===== src/rtl/fir_data_sequencer.sv =====
// =====================================================================
// fir_data_sequencer : sample intake, circular data buffer and (data,tap) pair streamer
// Rev 1.0
// =====================================================================
`default_nettype none

module fir_data_sequencer #(
  parameter int NTAP = 11,
  parameter int AW   = 12,
  parameter int DW   = 32
) (
  input  logic          CLK,
  input  logic          Resetn,
  input  logic          ap_start,
  output logic          ap_done,
  input  logic          ss_tvalid,
  input  logic [DW-1:0] ss_tdata,
  input  logic          ss_tlast,
  output logic          ss_tready,
  output logic [3:0]    data_WE,
  output logic          data_EN,
  output logic [DW-1:0] data_Di,
  output logic [AW-1:0] data_A,
  input  logic [DW-1:0] data_Do,
  output logic          tap_EN,
  output logic [AW-1:0] tap_A,
  input  logic [DW-1:0] tap_Do,
  output logic          m_valid,
  input  logic          m_ready,
  output logic [DW-1:0] m_data,
  output logic [DW-1:0] m_tap,
  output logic          m_first,
  output logic          m_last,
  output logic          m_eos
);

  localparam int PW = $clog2(NTAP);
  localparam logic [PW-1:0] LAST_K = PW'(NTAP - 1);
  localparam logic [PW-1:0] NTAP_P = PW'(NTAP);

  typedef enum logic [2:0] {
    S_IDLE    = 3'd0,
    S_CLEAR   = 3'd1,
    S_WAIT_IN = 3'd2,
    S_WRITE   = 3'd3,
    S_ISSUE   = 3'd4,
    S_LATCH   = 3'd5,
    S_OUT     = 3'd6
  } state_t;

  state_t        state, state_nxt;
  logic [PW-1:0] head;
  logic [PW-1:0] k;          // doubles as the clear-word counter while in S_CLEAR
  logic          last_flag;
  logic [DW-1:0] sample;
  logic [PW-1:0] rd_idx;

  function automatic logic [AW-1:0] to_addr(input logic [PW-1:0] idx);
    return {{(AW-PW-2){1'b0}}, idx, 2'b00};
  endfunction

  // Newest sample sits at head; tap k pairs with the sample k steps older.
  assign rd_idx = (head >= k) ? (head - k) : (head + NTAP_P - k);

  always_ff @(posedge CLK or negedge Resetn) begin
    if (!Resetn) begin
      state <= S_IDLE;
    end else begin
      state <= state_nxt;
    end
  end

  always_comb begin
    state_nxt = state;
    ss_tready = 1'b0;
    data_EN   = 1'b0;
    data_WE   = 4'h0;
    data_Di   = '0;
    data_A    = '0;
    tap_EN    = 1'b0;
    tap_A     = '0;
    case (state)
      S_IDLE: begin
        if (ap_start) state_nxt = S_CLEAR;
      end
      S_CLEAR: begin
        data_EN = 1'b1;
        data_WE = 4'hF;
        data_A  = to_addr(k);
        if (k == LAST_K) state_nxt = S_WAIT_IN;
      end
      S_WAIT_IN: begin
        ss_tready = 1'b1;
        if (ss_tvalid) state_nxt = S_WRITE;
      end
      S_WRITE: begin
        data_EN   = 1'b1;
        data_WE   = 4'hF;
        data_A    = to_addr(head);
        data_Di   = sample;
        state_nxt = S_ISSUE;
      end
      S_ISSUE: begin
        data_EN   = 1'b1;
        data_A    = to_addr(rd_idx);
        tap_EN    = 1'b1;
        tap_A     = to_addr(k);
        state_nxt = S_LATCH;
      end
      S_LATCH: begin
        state_nxt = S_OUT;
      end
      S_OUT: begin
        if (m_ready) begin
          if (k != LAST_K)   state_nxt = S_ISSUE;
          else if (last_flag) state_nxt = S_IDLE;
          else               state_nxt = S_WAIT_IN;
        end
      end
      default: state_nxt = S_IDLE;
    endcase
  end

  always_ff @(posedge CLK or negedge Resetn) begin
    if (!Resetn) begin
      head      <= '0;
      k         <= '0;
      last_flag <= 1'b0;
      sample    <= '0;
      ap_done   <= 1'b0;
      m_valid   <= 1'b0;
      m_data    <= '0;
      m_tap     <= '0;
      m_first   <= 1'b0;
      m_last    <= 1'b0;
      m_eos     <= 1'b0;
    end else begin
      ap_done <= 1'b0;
      case (state)
        S_IDLE: begin
          if (ap_start) begin
            head <= '0;
            k    <= '0;
          end
        end
        S_CLEAR: begin
          k <= (k == LAST_K) ? '0 : k + PW'(1);
        end
        S_WAIT_IN: begin
          if (ss_tvalid) begin
            sample    <= ss_tdata;
            last_flag <= ss_tlast;
          end
        end
        S_WRITE: begin
          k <= '0;
        end
        S_LATCH: begin
          m_data  <= data_Do;
          m_tap   <= tap_Do;
          m_first <= (k == '0);
          m_last  <= (k == LAST_K);
          m_eos   <= (k == LAST_K) && last_flag;
          m_valid <= 1'b1;
        end
        S_OUT: begin
          if (m_ready) begin
            // Drop the whole pair so nothing stale is visible between pairs or in IDLE.
            m_valid <= 1'b0;
            m_data  <= '0;
            m_tap   <= '0;
            m_first <= 1'b0;
            m_last  <= 1'b0;
            m_eos   <= 1'b0;
            if (k != LAST_K) begin
              k <= k + PW'(1);
            end else begin
              k    <= '0;
              head <= (head == LAST_K) ? '0 : head + PW'(1);
              if (last_flag) begin
                ap_done   <= 1'b1;
                last_flag <= 1'b0;
              end
            end
          end
        end
        default: ;
      endcase
    end
  end

endmodule

`default_nettype wire


===== config.mk =====
export PLATFORM = sky130hd
export DESIGN_NAME = fir_data_sequencer
export DESIGN_NICKNAME = d
export VERILOG_FILES = /design/src/rtl/fir_data_sequencer.sv
export SDC_FILE = /design/constraint.sdc
export NUM_CORES = 1
export LEC_CHECK = 0
export ABC_AREA = 1
export ABC_CLOCK_PERIOD_IN_PS = 5000
export CORE_AREA = 8 8 119 121
export DETAILED_ROUTE_END_ITERATION = 16
export DIE_AREA = 0 0 127 129
export PLACE_DENSITY = 0.84
export SYNTH_ARGS = -nofsm -noshare
export SYNTH_HDL_FRONTEND = slang
export SYNTH_SLANG_ARGS = --single-unit

===== constraint.sdc =====
create_clock -name CLK -period 5 [get_ports CLK]
set_input_delay 0.75 -clock CLK [delete_from_list [all_inputs] [get_ports CLK]]
set_output_delay 0.75 -clock CLK [all_outputs]
set_load 0.005 [all_outputs]

==> Word-level counts from Yosys, hierarchy flattened <==
Index checks and enable logic that the tools add are counted.
{ "word_totals": {"ff_bits": 113, "wordCells": 87} }
{ "op_classes": {"n_eq_ne": 14, "magnitude_cmp": 1, "n_reduce_logical": 15, "mux": 40, "add_sub_neg": 5} }
{ "ops": {"columns": ["cell", "n"], "rows": [
  ["one-hot mux 32 bit (2 select lines)", 2],
  ["two-way mux 32 bit", 2],
  ["two-way mux 4 bit", 9],
  ["one-hot mux 3 bit (7 select lines)", 1],
  ["one-hot mux 6 bit (3 select lines)", 1],
  ["one-hot mux 4 bit (4 select lines)", 1],
  ["two-way mux 3 bit", 5],
  ["AND reduction 4 bit", 3],
  ["two-way mux 1 bit", 11],
  ["inequality test 2 bit (second input constant)", 5],
  ["one-hot mux 1 bit (2 select lines)", 5],
  ["== test 3 bit (second input constant)", 3],
  ["adder 4 x 1 -> 4 bit (second input constant)", 2],
  ["== test 4 bit (second input constant)", 2],
  ["one-hot mux 4 bit (2 select lines)", 1],
  ["subtractor 4 bit", 2],
  ["== test 3 x 2 -> 1 bit (second input constant)", 2],
  ["two-way mux 6 bit", 1],
  ["nonzero test 2 bit", 3],
  ["adder 4 bit (second input constant)", 1],
  ["greater-or-equal comparator 4 bit", 1],
  ["zero test 4 bit", 1],
  ["inequality test 4 bit (second input constant)", 1],
  ["AND reduction 2 bit", 2],
  ["other kinds (8)", 8]
]} }

==> Longest topological paths before layout <==
{ "depth": {"word_depth": 5, "depth_mapped": 12, "ltp_nobuf": 12} }

==> Worst setup path before layout <==
No wires, ideal clock.
{ "synth_timing": {"path_type": "flip-flop to output port", "startpoint": "reg k[1]", "endpoint": "out data_A[5]", "path_slack_ns": 2.472, "t_arrival_ns": 1.778, "required_time_ns": 4.250, "path_stages_with_launch": 10, "path_cell_list": "dfrtp_1 > inv_1 > ha_1 > ha_1 > fa_1 > nand3b_1 > nand2_1 > nand2_1 > nand3_1 > nand2_1"} }
{ "synth_between": {"elab_chain_cells": 3, "word_cells_on_any_way": 5} }
{ "synth_rtl": {"columns": ["element", "line", "source"], "rows": [
  ["start: declaration", "53", "logic [PW-1:0] k;"],
  ["start signal: assignment", "147", "k <= (k == LAST_K) ? '0 : k + PW'(1);"],
  ["start signal: assignment", "176", "k <= k + PW'(1);"],
  ["subtractor 4 bit / greater-or-equal comparator 4 bit (equally long branches)", "63", "assign rd_idx = (head >= k) ? (head - k) : (head + NTAP_P - k);"],
  ["two-way mux 4 bit (*)", "63", null],
  ["one-hot mux 6 bit (3 select lines) (*)", "82", "case (state)"],
  ["end: declaration", "23", "output logic [AW-1:0] data_A,"]
]} }
Every way passes the cells marked *; elsewhere a longest branch is shown, timed or not.

==> Final worst setup path <==
Same ends and word-level chain as after synthesis.

==> flow_summary.json <==
{
  "detail-route-antenna-nets": 0,
  "die_w_um": 127,
  "synth_edf_count": 0,
  "p_sw_share_pct": 31.5,
  "max_cap_viol_count": 0,
  "initial_core_util_pct": 44.6,
  "grt_max_degree": 70,
  "root_buffer": "clkbuf_16",
  "ir_drop_mv": 0.332,
  "relSlewSlack_pct": 18.7,
  "routedWlPerCell_um": 15.1,
  "ys_ff_latch": 113,
  "antenna_found_initial": 0,
  "clk_latency_ns": 0.40,
  "clk_pin_slew_ns": 0.05,
  "crit_path_start_kind": "register",
  "grt.total_usage_pct": 19.0,
  "rows": 41,
  "status": "finished, final reports clean",
  "p_leak_nw": 4.03,
  "finalHoldViolCount": 0,
  "async_flop_share_pct": 100,
  "cts-buffers-inserted": 17,
  "ys.flop_type": "dfrtp_1",
  "synth_top_area_share_pct": 51.5,
  "vias_per_cell": 4.79,
  "clock_path_buffers": 2,
  "p_clk_share_pct": 27.4,
  "syn_avg_cell_area_sq_um": 8.05,
  "area_delta_synth_final_pct": 50.6,
  "rsz0062_at_grt": "no",
  "p_seq_share_pct": 33.0,
  "htreeDepth": 4,
  "fmax_mhz": 279,
  "ys_warn_count": 0,
  "synth_area_leader_cell": "dfrtp_1",
  "design_area_sq_mm": 0.00826,
  "grt_overflow": 0,
  "io_buffer_count": 217,
  "layoutNonFillerInstCount": 1049,
  "maxSlewViolCount": 0,
  "grt_pass1_vias": 5057,
  "grt_pass1_wl_um": 25000,
  "cts_sinks": 113,
  "chipHeight_um": 129,
  "power_frac_comb_pct": 39.6,
  "yosys-top-cells-count": "240 x nand2_1, 113 x dfrtp_1, 79 x nand3_1",
  "skew_ns": 0.00756,
  "power.internal_w": 0.00323,
  "setup_violations": 0,
  "routed_wirelength_um": 15800,
  "fin_nets": 1003,
  "synth_area_sq_mm": 0.00549,
  "core_sq_mm": 0.0123,
  "cts_setup_buffers": 0,
  "die-area_sq_mm": 0.0164,
  "post-place-ws_ns": 1.85,
  "fin_tns_setup_ns": 0,
  "firstDrtPassIters": 4,
  "worst_setup_path_end_kind": "output port",
  "cts_resized": 0,
  "fin_ws_ns": 1.42,
  "num_io_pins": 234,
  "p_total_w": 0.00471,
  "drive_gt1_share_pct": 5.56,
  "diodes": 0,
  "drtIter0Drc": 276,
  "gp_congestion": 0.823,
  "required_ns": 4.25,
  "power_density_mw_per_mm2": 570,
  "cts_tree": "yes",
  "hold_class": "input port to asynchronous set/reset pin",
  "synth_most_common_cell": "nand2_1",
  "path_class": "register to output port",
  "power_switching_w": 0.00149,
  "fillerInstances": 1000,
  "synthCells": 682,
  "rrSetupSlack_ns": 2.47,
  "ys_types": 32,
  "dp_hpwl_um": 11300,
  "period_share_pct": 71.6,
  "seq_area_frac_synth_pct": 51.5,
  "crit_arrival_ns": 2.83,
  "placedCellCount": 1017,
  "vias": 5029,
  "path_max_fanout": 7,
  "cts_hold_buffers": 0,
  "placed_area_sq_mm": 0.00762,
  "period_needed_ns": 3.58,
  "tightest_slew_ns": 1.22,
  "route.detailed.drc": 0,
  "ys_top_cells_by_area": "dfrtp_1 52%, nand2_1 16%, nand3_1 7.2%, buf_4 4.0%, inv_1 3.8%"
}
-- cells in the final DEF, fill, tap and decap left out, types with 2 or more instances in the layout --
cell type	instances
nor2_4	3
clkinv_2	2
fa_1	3
a21oi_1	6
nand3_1	79
or2_2	2
clkbuf_16	17
clkbuf_8	4
nand2_2	2
clkinvlp_4	3
o21ai_0	27
ha_1	12
clkdlybuf4s50_1	216
clkbuf_1	2
bufinv_16	4
dfrtp_1	113
buf_4	6
o21ai_1	13
inv_1	56
nor2_1	51
nand2_1	240
a22oi_1	4
nand3b_1	2
conb_1	16
nand4_1	3
inv_2	5
-- through the flow --
stage	util, %	hold WS [ns]
3_5_place_dp	61.9	0.466
4_1_cts	67.1	0.463
6_report	67.1	0.440
5_1_grt	67.1	0.494
3_3_place_gp	61.9	0.454
2_1_floorplan	-	0.442
-- critical path, cell delays in order, from the launching register on --
cell             delay [ns]
dfrtp_1                0.45
inv_1                  0.15
ha_1                   0.34
ha_1                   0.23
fa_1                   0.38
nand3b_1               0.17
nand2_1                0.07
nand2_1                0.05
nand3_1                0.07
nand2_1                0.05
clkdlybuf4s50_1        0.45
-- kinds of logic after synthesis --
logic type | share of synthesized area (%)
and+or+nand+nor | 29.0
buffers and inverters | 10.1
DFF | 51.5
AOI/OAI and AO/OA | 5.15
adders and majority gates | 3.83
xor gates and xnor gates | 0.319
other | 0.0683
-- worst paths after layout --
path | from | end | depth (start not counted)
max | k[1]$_DFFE_PN0P_ | data_A[5] | 10
min reg2reg | last_flag$_DFFE_PN0P_ | last_flag$_DFFE_PN0P_ | 2
min in group CLK | last_flag$_DFFE_PN0P_ | last_flag$_DFFE_PN0P_ | 2
max in group asynchronous | Resetn | m_data[13]$_DFFE_PN0P_ | 2
min | Resetn | m_tap[30]$_DFFE_PN0P_ | 1
max reg2reg | state[1]$_DFFE_PN0P_ | m_first$_DFFE_PN0P_ | 8
-- power by group through the flow --
| stage | combinational, W | clock [W] | sequential (W) |
|---|---|---|---|
| after floorplan | 0.000839 | 0 | 0.00157 |
| after global routing | 0.00208 | 0.00136 | 0.00160 |
| after CTS | 0.00190 | 0.00131 | 0.00156 |
| final | 0.00187 | 0.00129 | 0.00155 |
| after global placement | 0.00186 | 0 | 0.00154 |
| after detailed placement | 0.00189 | 0 | 0.00157 |
-- registers in the layout, indices dropped and copies added (netlist names) --
register   count
m_data        32
m_tap         32
sample        32
head           4
k              4
state          3
ap_done        1
last_flag      1
m_eos          1
m_first        1
m_last         1
m_valid        1
-- final cells by class --
class                           instances  area, sq um  share of cell area [%]
Inverter                               61          229                    2.77
Clock buffer                           23          488                    5.90
Clock inverter                          9          153                    1.85
Tap cell                              150          188                    2.27
Sequential cell                       113         2830                    34.2
Multi-Input combinational cell        471         2170                    26.3
Timing Repair Buffer                  222         2210                    26.7
-- routing by layer --
layer / GRT usage [%] / up-vias / share of wire (%) / routed length [um]
li1: - / 2499 / - / -
met1: 21.5 / 2344 / 41 / 6550
met2: 31.6 / 168 / 49 / 7740
met3: 8.23 / 18 / 8.1 / 1270
met4: 6.65 / 0 / 1.6 / 248
met5: 0 / - / 0 / 0
No activity file was read; power rests on OpenSTA's default activity.
